[config.mk]
export PLATFORM = sky130hd
export DESIGN_NAME = gray_code_generator
export DESIGN_NICKNAME = d
export VERILOG_FILES = /design/src/rtl/gray_pkg.sv /design/src/rtl/gray_skid_buf.sv /design/src/rtl/gray_code_generator.sv
export SDC_FILE = /design/constraint.sdc
export NUM_CORES = 1
export LEC_CHECK = 0
export ABC_AREA = 1
export BUFFER_PORTS_ARGS = -buffer_cell sky130_fd_sc_hd__buf_2
export CORE_MARGIN = 2
export CORE_UTILIZATION = 36
export CTS_CLUSTER_DIAMETER = 200
export CTS_CLUSTER_SIZE = 24
export DETAILED_ROUTE_END_ITERATION = 10
export SETUP_SLACK_MARGIN = 0.05
export SLEW_MARGIN = 20
export SYNTH_ARGS = -nofsm -noshare
export SYNTH_HDL_FRONTEND = slang
export SYNTH_HIERARCHICAL = 1
export SYNTH_SLANG_ARGS = --single-unit
[constraint.sdc]
create_clock -name clk -period 2.1 [get_ports clk]
set_input_delay 0.105 -clock clk [delete_from_list [all_inputs] [get_ports clk]]
set_output_delay 0.105 -clock clk [all_outputs]
set_load 0.005 [all_outputs]
[src/rtl/gray_pkg.sv]
// gray_pkg: shared FSM state type and binary-to-Gray helper for the Gray generator.
package gray_pkg;
  typedef enum logic [1:0] {IDLE, RUN, DRAIN} gray_gen_state_t;
  // Width-generic via a 32-bit container; callers truncate to their own width.
  function automatic logic [31:0] bin2gray(input logic [31:0] b);
    return b ^ (b >> 1);
  endfunction
endpackage

[src/rtl/gray_skid_buf.sv]
// gray_skid_buf: 2-entry valid/ready buffer whose in_ready depends only on its own occupancy.
module gray_skid_buf #(
  parameter int DW = 8
) (
  input  logic          clk,
  input  logic          rst_n,
  input  logic          flush,
  input  logic          in_valid,
  output logic          in_ready,
  input  logic [DW-1:0] in_data,
  output logic          out_valid,
  input  logic          out_ready,
  output logic [DW-1:0] out_data,
  output logic [1:0]    level
);
  logic [DW-1:0] mem [2];
  logic wp, rp, push, pop;
  assign in_ready  = level != 2'd2;
  assign out_valid = level != 2'd0;
  assign out_data  = mem[rp];
  assign push      = in_valid && in_ready;
  assign pop       = out_valid && out_ready;
  always_ff @(posedge clk or negedge rst_n) begin
    if (!rst_n) begin
      mem[0] <= '0;
      mem[1] <= '0;
      wp     <= 1'b0;
      rp     <= 1'b0;
      level  <= 2'd0;
    end else if (flush) begin
      wp    <= 1'b0;
      rp    <= 1'b0;
      level <= 2'd0;
    end else begin
      if (push) begin
        mem[wp] <= in_data;
        wp      <= ~wp;
      end
      if (pop) rp <= ~rp;
      level <= level + 2'(push) - 2'(pop);
    end
  end
endmodule

[src/rtl/gray_code_generator.sv]
// gray_code_generator: counts from start_val up/down for len steps and streams {gray, bin} words.
module gray_code_generator
  import gray_pkg::*;
#(
  parameter int WIDTH = 4
) (
  input  logic             clk,
  input  logic             rst_n,
  input  logic             start,
  input  logic             dir,
  input  logic [WIDTH-1:0] start_val,
  input  logic [WIDTH:0]   len,
  input  logic             abort,
  output logic             out_valid,
  input  logic             out_ready,
  output logic [WIDTH-1:0] out_gray,
  output logic [WIDTH-1:0] out_bin,
  output logic             busy,
  output logic             done,
  output logic             err
);
  gray_gen_state_t state;
  logic [WIDTH-1:0] cnt;
  logic [WIDTH:0] remaining;
  logic dir_r, run, in_ready, push, pop;
  logic [1:0] level;
  logic [2*WIDTH-1:0] out_data;
  assign run  = state == RUN;
  assign push = run && in_ready;
  assign pop  = out_valid && out_ready;
  assign {out_gray, out_bin} = out_data;
  gray_skid_buf #(.DW(2*WIDTH)) u_skid (
    .clk(clk),
    .rst_n(rst_n),
    .flush(abort),
    .in_valid(run),
    .in_ready(in_ready),
    .in_data({WIDTH'(bin2gray(32'(cnt))), cnt}),
    .out_valid(out_valid),
    .out_ready(out_ready),
    .out_data(out_data),
    .level(level)
  );
  always_ff @(posedge clk or negedge rst_n) begin
    if (!rst_n) begin
      state     <= IDLE;
      cnt       <= '0;
      remaining <= '0;
      dir_r     <= 1'b0;
      busy      <= 1'b0;
      done      <= 1'b0;
      err       <= 1'b0;
    end else begin
      done <= 1'b0;
      err  <= 1'b0;
      if (abort) begin
        state <= IDLE;
        busy  <= 1'b0;
      end else begin
        case (state)
          IDLE: if (start) begin
            if (len == '0) err <= 1'b1;
            else begin
              dir_r     <= dir;
              cnt       <= start_val;
              remaining <= len;
              busy      <= 1'b1;
              state     <= RUN;
            end
          end
          RUN: if (push) begin
            cnt       <= dir_r ? cnt - WIDTH'(1) : cnt + WIDTH'(1);
            remaining <= remaining - (WIDTH+1)'(1);
            if (remaining == (WIDTH+1)'(1)) state <= DRAIN;
          end
          // Last word leaves when the buffer holds exactly one entry and it is taken.
          DRAIN: if (pop && level == 2'd1) begin
            done  <= 1'b1;
            busy  <= 1'b0;
            state <= IDLE;
          end
          default: state <= IDLE;
        endcase
      end
    end
  end
endmodule
* Word-level counts from Yosys, hierarchy flattened *
Index checks and enable logic that the tools add are counted.
Widths: inputs -> output; s select.

cells by class
  order comparisons = 3
  mux-type cells = 39
  $add $sub $neg = 5
  eq/ne operators = 13
  bitwise gates (word level) = 7
  reductions and logical operators = 16

operators by type and width
  cell                 count
  $mux 8               4
  $bwmux 16            1
  $mux 4               4
  $mux 1               15
  $mux 5               3
  $ne 3x3->1 const B   5
  $mux 2               7
  $pmux 5 s2           1
  $reduce_and 5->1     2
  $demux 8 s1          1
  $ne 2x2->1 const B   4
  $pmux 4 s2           1
  $reduce_and 4->1     2
  $reduce_bool 2->1    4
  $pmux 2 s3           1
  $eq 5x1->1 const B   1
  $logic_not 5->1      1
  $sub 5x1->5 const B  1
  $add 4x1->4 const B  1
  $eq 2x1->1 const B   2
  $ge 2x2->1 const B   2
  $logic_and 1x1->1    4
  $not 1->1            4
  $not 1->2            2
  10 further kinds     10

word-level totals
  flip-flop bits (word level) = 35
  output and inout bits = 12
  logic and storage cells = 95
  bits of input ports = 15

* Logic depth before layout (Yosys ltp) *
Gate-level depths: netlist (run 1).

  depth after elaboration = 6
  depth in mapped cells = 10
  gate-level depth less buffers = 10

* Modules after synthesis *
Netlist (run 1), hierarchy kept.

modules (own cells, without submodules)
  module               seq. area each (µm²)  cells each  times used  area an instance (µm²)
  gray_skid_buf        500.5                 127         1           1,033.5
  gray_code_generator  375.4                 142         1           1,023.5

* Least setup slack after synthesis (run 1) *
OpenSTA, ideal clock, no wires.

  path type = flip-flop to flip-flop
  start = register state[1]
  end = register u_skid.level[1]
  required time = 1.981 ns
  path buffers = 1
  path slack = 0.611 ns
  period minus slack after synthesis = 1.489 ns
  arrival = 1.370 ns
  cell stages (with the launch flop) = 10
  setup time = 0.119 ns
  path through = dfrtp_1 inv_1 nand2_2 inv_4 buf_4 a21boi_1 ha_1 nand3_1 nand2_1 nor2_1

between the ends
  cells in the longest elaborated chain, start to end = 5

RTL lines
  item                    RTL line                   source
  from (decl)             gray_code_generator.sv:22  gray_gen_state_t state;
  from (signal assigned)  gray_code_generator.sv:46  state <= IDLE;
  from (signal assigned)  gray_code_generator.sv:57  state <= IDLE;
  from (signal assigned)  gray_code_generator.sv:68  state <= RUN;
  $eq 2x1->1              gray_code_generator.sv:28  assign run = state == RUN;
  net run                 gray_code_generator.sv:25  logic dir_r, run, in_ready, push, pop;
  $logic_and 1x1->1       gray_skid_buf.sv:21        assign push = in_valid && in_ready;
  $add 2x1->2             gray_skid_buf.sv:40        level <= level + 2'(push) - 2'(pop);
  $sub 2x1->2             gray_skid_buf.sv:40
  $mux 2                  gray_skid_buf.sv:30        end else if (flush) begin
  to (signal assigned)    gray_skid_buf.sv:40
  to (decl)               gray_skid_buf.sv:14        output logic [1:0] level

The timed path passes the listed nets, and every way through them passes these cells.
A chain may end at the register's enable or synchronous reset.

* Worst setup path after layout (run 1) *
Ends and elaborated chain as after synthesis.

==> results.txt, run 1 <==
----------------------------------------------------
[Outcome]
  Outcome ... complete, no violations

[Die]
  Die Area ... 6335 um2
  Std-Cell Rows ... 27
  Horizontal die dimension ... 79.59 um
  Effective utilization at floorplan ... 37.36%
  Vertical die dimension ... 79.59 um
  CORE AREA ... 5507 um2
  Number of placed I/O pins ... 27

[Worst setup path]
  Required time of the worst setup path ... 2.28 ns
  Crit path arrival time ... 1.81 ns
  Highest cell delay on the worst timing path ... 0.41 ns
  Category of the worst setup path launch point ... flop
  Biggest fanout along the worst timing path ... 16
  Crit end category ... flop
  Critical Path, Cell by Cell ... inv_1 > nand2_2 > inv_4 > a21boi_1 > ha_1 > nand3_1 > nand2_1 > nor2_1
  Cell with the biggest individual delay on the critical path ... sky130_fd_sc_hd__dfrtp_1
  Type of the worst setup path ... reg2reg

[Timing]
  Timing-limited maximum frequency ... 0.6122 GHz
  Final setup skew ... 0.006100 ns
  Relative slew slack ... 45.58%
  Setup tns final ... 0 ns
  Final cycle utilization of the critical path ... 77.79%
  Final Critical Period ... 1.633 ns
  Number of max-slew violations in the final report ... 0
  Setup-violating endpoint count in the final report ... 0
  Setup repair after global routing missed its margin ... no
  Slew of the pin with the lowest slew margin ... 0.8162 ns
  Number of hold violations in the final report ... 0

[Yosys]
  Average footprint of a synthesized cell ... 7.647 um2
  Synth warn ... 6
  Proportion of synthesized chip area in sequential cells ... 42.58%
  Cell variety after synth ... 30
  Net Count, Synth ... 291
  Syn Std Cell Area ... 2057 um2
  Post-synthesis sequential element count ... 35
  Number of standard cells after synthesis ... 269

[Drt]
  Post-detailed-route count of antenna-violating nets ... 0
  Violation count after the first detailed-route iteration ... 74
  DRC violation count after routing ... 0
  Via/cell ratio ... 4.761
  Detailed-route via count ... 1771
  Routed wire length ... 4.471 mm
  Count of TritonRoute iterations in the first routing pass ... 6
  Final routed wire length divided by cell count ... 12.02 um

[Clock tree]
  Number of buffers created by CTS ... 5
  H-Tree Level Count ... 2
  Sink Count ... 35
  Clock latency of the later-clocked register in the worst-skew pair ... 0.29 ns
  Bufs on Longest Clock Path ... 2
  Root Buffer ... sky130_fd_sc_hd__clkbuf_8
  Clock tree from TritonCTS ... done
  Clock edge transition at the registers on the reported setup and hold paths ... 0.07 ns

[Run]
  Number of violations of the max-capacitance limit ... 0

[Final layout]
  Final core utilization ... 42.79%
  Layout cells sized above 1 ... 17.33%
  Total number of nets in the final design ... 321
  Layout overhead on the synthesized area ... 14.54%
  N_diodes ... 0

[Placed design]
  IO Port Bufs ... 26
  Gp weighted congestion ... 0.8672
  HPWL reported at the end of detailed placement ... 3.167 mm

[Global route]
  Number of global-route vias before repair ... 1610
  Overall fraction of global-route tracks in use ... 15.25%
  Leftover overflow at the end of global routing ... 0
  Number of antenna violations at the first check in global routing ... 0
  Maximum number of pins on one net before global-route repair ... 36
  Wire length of the first global-routing pass ... 7.500 mm

[Pwr]
  Power per unit of standard cell area ... 1364 nW/um2
  Lkg Pwr ... 1.282 nW
  VDD IR max ... 0.5815 mV

[Hold path]
  HP Class ... in2reg

----------------------------------------------------
-- logic make-up (layout without fill, tap and decap cells) --
| family | count (synthesis) | count (layout) | synth area share, % |
|---|---|---|---|
| flops | 35 | 35 | 42.58 |
| buf+inv | 36 | 67 | 7.907 |
| simple gates | 167 | 167 | 37.77 |
| xor+xnor | 5 | 5 | 2.129 |
| compound gates | 19 | 19 | 4.987 |
| fa+ha+maj | 7 | 7 | 4.623 |
-- routing by layer --
| metal | global-route usage (%) | wire [um] | vias up |
|---|---|---|---|
| met5 | 0 | 0 | - |
| met4 | 5.172 | 54 | 0 |
| met3 | 4.186 | 149 | 5 |
| met2 | 24.62 | 2040 | 28 |
| met1 | 19.66 | 2226 | 818 |
| li1 | - | - | 920 |
-- final cells by class --
cell class                 instances  area [um2]
fill                             577        3151
multi-input combinational        198        1018
sequential                        35       875.8
timing repair buffer              28       147.6
inverter                          31       123.9
clock buffer                       8       100.1
tap                               72       90.09
-- final timing paths --
| kind | slack [ns] | to | from | cells past startpoint |
|---|---|---|---|---|
| setup / recovery | 0.47 | u_skid/level[1]$_DFF_PN0_ | state[1]$_DFFE_PN0P_ | 8 |
| hold / removal | 0.08 | dir_r$_DFFE_PN0P_ | dir | 3 |
| setup reg to reg | 0.47 | u_skid/level[1]$_DFF_PN0_ | state[1]$_DFFE_PN0P_ | 8 |
| hold reg to reg | 0.47 | u_skid/mem[8]$_DFFE_PN0P_ | u_skid/mem[8]$_DFFE_PN0P_ | 2 |
| max in group asynchronous | 1.14 | u_skid/mem[0]$_DFFE_PN0P_ | rst_n | 2 |
| min in group asynchronous | 0.45 | u_skid/mem[14]$_DFFE_PN0P_ | rst_n | 2 |
-- repair_timing --
action | 4_1_cts | 5_1_grt
endpoints found under the hold margin | 35 | 0
gates resized for setup | 0 | 0
hold buffers | 1 | 0
setup buffers | 0 | 0
-- cells in the mapped netlist --
cell type,n,share of area [%]
sky130_fd_sc_hd__o21ai_1,10,2.4
sky130_fd_sc_hd__nand2_2,4,1.2
sky130_fd_sc_hd__a21boi_1,2,0.73
sky130_fd_sc_hd__xnor2_1,1,0.43
sky130_fd_sc_hd__inv_1,26,4.7
sky130_fd_sc_hd__buf_6,1,0.55
sky130_fd_sc_hd__inv_4,1,0.30
sky130_fd_sc_hd__buf_4,3,1.1
sky130_fd_sc_hd__clkinv_1,1,0.18
sky130_fd_sc_hd__nor2_4,2,1.1
sky130_fd_sc_hd__nand4_1,20,6.1
sky130_fd_sc_hd__or2_2,1,0.30
sky130_fd_sc_hd__dfrtp_1,35,43
sky130_fd_sc_hd__xor2_1,4,1.7
sky130_fd_sc_hd__nand3_2,1,0.49
sky130_fd_sc_hd__nor3_2,1,0.49
sky130_fd_sc_hd__a21boi_0,1,0.37
sky130_fd_sc_hd__nand3_1,12,2.9
sky130_fd_sc_hd__inv_6,1,0.43
sky130_fd_sc_hd__nand3_4,2,1.7
sky130_fd_sc_hd__a21oi_1,3,0.73
sky130_fd_sc_hd__nor2_2,1,0.30
sky130_fd_sc_hd__nor2_1,18,3.3
sky130_fd_sc_hd__buf_2,1,0.24
sky130_fd_sc_hd__ha_1,6,3.6
sky130_fd_sc_hd__o21ai_0,3,0.73
sky130_fd_sc_hd__fa_1,1,0.97
sky130_fd_sc_hd__nand2_4,2,1.1
sky130_fd_sc_hd__inv_2,2,0.37
sky130_fd_sc_hd__nand2_1,103,19
-- sequential cells by signal, summed over array words and instances (netlist names) --
| register | count |
|---|---|
| done | 1 |
| dir_r | 1 |
| cnt | 4 |
| busy | 1 |
| remaining | 5 |
| state | 2 |
| err | 1 |
| u_skid/mem | 16 |
| u_skid/wp | 1 |
| u_skid/level | 2 |
| u_skid/rp | 1 |
-- through the flow --
step | power [mW] | area (um2) | hold WS, ns | cells | setup WS, ns
final | 3.213 | 2356 | 0.07660 | 372 | 0.4665
after global routing | 3.546 | 2356 | 0.1003 | 372 | 0.2687
after CTS | 3.257 | 2356 | 0.06256 | 372 | 0.4448
after detailed placement | 2.701 | 2246 | 0.2397 | 363 | 0.4626
after global placement | 2.646 | 2246 | 0.2412 | 363 | 0.5519
after floorplan | 2.322 | 2057 | -0.1906 | 269 | 0.6112
-- placed cells by master (no fill, tap or decap) --
cell type | synthesis | layout
sky130_fd_sc_hd__xor2_1 | 4 | 4
sky130_fd_sc_hd__dlygate4sd3_1 | 0 | 1
sky130_fd_sc_hd__a21boi_1 | 2 | 2
sky130_fd_sc_hd__fa_1 | 1 | 1
sky130_fd_sc_hd__nand2_1 | 103 | 103
sky130_fd_sc_hd__nand4_1 | 20 | 20
sky130_fd_sc_hd__nand3_4 | 2 | 2
sky130_fd_sc_hd__nor2_4 | 2 | 2
sky130_fd_sc_hd__xnor2_1 | 1 | 1
sky130_fd_sc_hd__nand2_2 | 4 | 4
sky130_fd_sc_hd__nand3_2 | 1 | 1
sky130_fd_sc_hd__buf_2 | 1 | 26
sky130_fd_sc_hd__nand3_1 | 12 | 12
sky130_fd_sc_hd__clkinv_1 | 1 | 1
sky130_fd_sc_hd__o21ai_0 | 3 | 3
sky130_fd_sc_hd__or2_2 | 1 | 1
sky130_fd_sc_hd__buf_4 | 3 | 1
sky130_fd_sc_hd__nor2_1 | 18 | 18
sky130_fd_sc_hd__dfrtp_1 | 35 | 35
sky130_fd_sc_hd__clkbuf_8 | 0 | 7
sky130_fd_sc_hd__inv_2 | 2 | 2
sky130_fd_sc_hd__nor3_2 | 1 | 1
sky130_fd_sc_hd__a21oi_1 | 3 | 3
sky130_fd_sc_hd__inv_6 | 1 | 1
sky130_fd_sc_hd__o21ai_1 | 10 | 10
sky130_fd_sc_hd__inv_1 | 26 | 26
sky130_fd_sc_hd__nand2_4 | 2 | 2
sky130_fd_sc_hd__clkbuf_1 | 0 | 1
sky130_fd_sc_hd__a21boi_0 | 1 | 1
sky130_fd_sc_hd__inv_4 | 1 | 1
sky130_fd_sc_hd__nor2_2 | 1 | 1
sky130_fd_sc_hd__ha_1 | 6 | 6
-- worst max-delay path, delay by kind of cell, from the launching register on --
kind            cells  cell delay (ns)
flops               1             0.41
buf+inv             2             0.32
simple gates        4             0.38
compound gates      1             0.24
fa+ha+maj           1             0.19
-- report_power, final --
part	leakage, nW	switching (mW)	internal [mW]
Clock	0.0515	0.237	0.299
Sequential	0.453	0.262	0.946
Combinational	0.777	0.905	0.565
Total	1.28	1.40	1.81
(Power assumes the default switching activity.)
==> inputs of run 2 (changes only) <==
clock period = 1.6 ns   (was 2.1 ns; I/O delays follow)
==> run 2 against run 1 <==
Compared with the run above:
- routed wire length fell by 1.1%
- clock skew rose by 0.0021 ns
- first-iteration DRC count rose by 24%
- non-clock buffer count rose by 7
- critical path depth rose by 1
- maximum frequency rose by 12%
- count of clock-buffer cells in the layout did not move
- worst setup slack got worse by 0.32 ns
- global-route usage rose by 0.44 points
- largest cell class unchanged
==> results.txt, run 2 (synthesized netlist as in run 1, its figures left out) <==
----------------------------------------------------
[Timing]
  Setup repair after global routing missed its margin ... yes
  Number of max-slew violations in the final report ... 0
  Final cycle utilization of the critical path ... 90.85%
  Number of hold violations in the final report ... 0
  Final setup skew ... 0.008180 ns
  Timing-limited maximum frequency ... 0.6880 GHz
  Slew of the pin with the lowest slew margin ... 0.4591 ns
  Setup-violating endpoint count in the final report ... 0
  Relative slew slack ... 69.39%
  Final Critical Period ... 1.454 ns
  Setup tns final ... 0 ns
  Final Worst Setup Slack ... 0.1464 ns

[Worst setup path]
  Reg2reg start ... u_skid/level[0]$_DFF_PN0_
  Type of the worst setup path ... reg2reg
  Category of the worst setup path launch point ... flop
  Required time of the worst setup path ... 1.78 ns
  Critical path origin ... u_skid/level[0]$_DFF_PN0_
  Crit end category ... flop
  Biggest fanout along the worst timing path ... 4
  Crit path arrival time ... 1.63 ns

[Placed design]
  IO Port Bufs ... 26
  HPWL reported at the end of detailed placement ... 3.354 mm
  Gp weighted congestion ... 0.7702
  Total cell area at the placement stage ... 2311 um2
  Worst Setup Slack post-DPL ... 0.1269 ns

[Final layout]
  Top flop regs ... u_skid/mem x16, remaining x5, cnt x4
  Total number of nets in the final design ... 328
  Number of inserted filler cells in the final layout ... 578
  Commonest cells after routing, fill and taps aside ... sky130_fd_sc_hd__nand2_1 (102), sky130_fd_sc_hd__dfrtp_1 (34), sky130_fd_sc_hd__inv_1 (26), sky130_fd_sc_hd__buf_2 (26), sky130_fd_sc_hd__nand4_1 (20)
  Layout cells sized above 1 ... 19.87%
  Commonest non-fill, non-tap cell in the layout ... sky130_fd_sc_hd__nand2_1
  Post-route design area ... 2429 um2
  Register bank with the most flops ... u_skid/mem
  Layout overhead on the synthesized area ... 18.07%
  Flip-flop count of the largest register after layout ... 16
  N_diodes ... 0

[Run]
  Number of violations of the max-capacitance limit ... 0

[Drt]
  Via/cell ratio ... 4.784
  Post-detailed-route count of antenna-violating nets ... 0
  Detailed-route via count ... 1813
  DRC violation count after routing ... 0
  Count of TritonRoute iterations in the first routing pass ... 5
  Final routed wire length divided by cell count ... 11.67 um
  Routed wire length ... 4.422 mm
  Violation count after the first detailed-route iteration ... 92

[Die]
  Number of placed I/O pins ... 27
  Vertical die dimension ... 79.59 um
  Die Area ... 6335 um2
  Horizontal die dimension ... 79.59 um
  CORE AREA ... 5507 um2
  Effective utilization at floorplan ... 37.36%
  Std-Cell Rows ... 27

[Clock tree]
  Clock edge transition at the registers on the reported setup and hold paths ... 0.07 ns
  Clock tree from TritonCTS ... done
  H-Tree Level Count ... 2
  Bufs on Longest Clock Path ... 2
  Number of setup buffers added after CTS ... 0
  Number of buffers created by CTS ... 5
  Sink Count ... 35
  Root Buffer ... sky130_fd_sc_hd__clkbuf_8
  Clock latency of the later-clocked register in the worst-skew pair ... 0.28 ns

[Global route]
  Maximum number of pins on one net before global-route repair ... 23
  Number of global-route vias before repair ... 1720
  Leftover overflow at the end of global routing ... 0
  Wire length of the first global-routing pass ... 7.728 mm
  Number of antenna violations at the first check in global routing ... 0
  Overall fraction of global-route tracks in use ... 15.69%

[Hold path]
  HP Class ... in2reg
  Hold path startpoint ... dir

[Pwr]
  VDD IR max ... 0.7748 mV
  Power per unit of standard cell area ... 1779 nW/um2
  Lkg Pwr ... 1.320 nW

[Outcome]
  Outcome ... complete, no violations

----------------------------------------------------
run 2: changes by cell type in the layout (fill, tap and decap cells not counted):
cell / delta
sky130_fd_sc_hd__dfrtp_1: -1
sky130_fd_sc_hd__buf_6: +1
sky130_fd_sc_hd__buf_12: +1
sky130_fd_sc_hd__dfrtp_2: +1
sky130_fd_sc_hd__nand2_2: +1
sky130_fd_sc_hd__buf_4: +5
sky130_fd_sc_hd__nand2_1: -1
run 2: path summary, 6_finish.rpt:
check | endpoint | slack [ns] | cells after the start
worst max-delay path | u_skid/level[1]$_DFF_PN0_ | 0.15 | 9
max in group asynchronous | remaining[3]$_DFFE_PN0P_ | 0.87 | 3
worst min register to register | u_skid/mem[0]$_DFFE_PN0P_ | 0.47 | 2
worst max register to register | u_skid/level[1]$_DFF_PN0_ | 0.15 | 9
worst min-delay path | dir_r$_DFFE_PN0P_ | 0.06 | 3
min in group asynchronous | u_skid/mem[6]$_DFFE_PN0P_ | 0.29 | 2
run 2: cell type report:
type,count,area (um2),share of cell area (%)
timing repair buffer,35,216.5,8.913
tap,72,90.09,3.709
inverter,31,123.9,5.100
multi-input combinational,198,1021,42.04
clock buffer,8,100.1,4.122
sequential,35,877.1,36.12
run 2: critical path, cell delays in order, from the launching register on:
cell	delay, ns
sky130_fd_sc_hd__dfrtp_1	0.39
sky130_fd_sc_hd__inv_2	0.10
sky130_fd_sc_hd__nand2_2	0.08
sky130_fd_sc_hd__nand2_1	0.08
sky130_fd_sc_hd__inv_1	0.05
sky130_fd_sc_hd__ha_1	0.26
sky130_fd_sc_hd__inv_1	0.04
sky130_fd_sc_hd__ha_1	0.18
sky130_fd_sc_hd__a21oi_1	0.11
sky130_fd_sc_hd__nor2_1	0.05
run 2: routing by layer:
layer | vias to the layer above | GRT usage [%] | wire (um)
met4 | 0 | 4.655 | 0
met2 | 28 | 26.64 | 2158
met5 | - | 0 | 0
met3 | 0 | 3.507 | 147
li1 | 940 | - | -
met1 | 845 | 19.90 | 2117
run 2: repair_timing:
action,in CTS,in global routing
hold endpoints to repair,18,0
hold buffers,1,0
endpoints found under the setup margin,0,5
resized for setup,0,3
run 2: per-stage QoR:
stage               hold slack (ns)  std cells  util, %  power (mW)
detailed placement          0.05994        370    41.97       3.647
global route                0.08050        379    44.10       4.779
global placement            0.06234        370    41.97       3.569
finish                      0.05501        379    44.10       4.320
floorplan                   -0.2156        269        -       3.048
CTS                         0.04855        379    43.97       4.364
run 2: power breakdown:
group / internal [mW] / total, mW / switching [mW]
Sequential: 1.24 / 1.52 / 0.277
Clock: 0.393 / 0.697 / 0.304
Combinational: 0.835 / 2.10 / 1.27
Total: 2.47 / 4.32 / 1.85
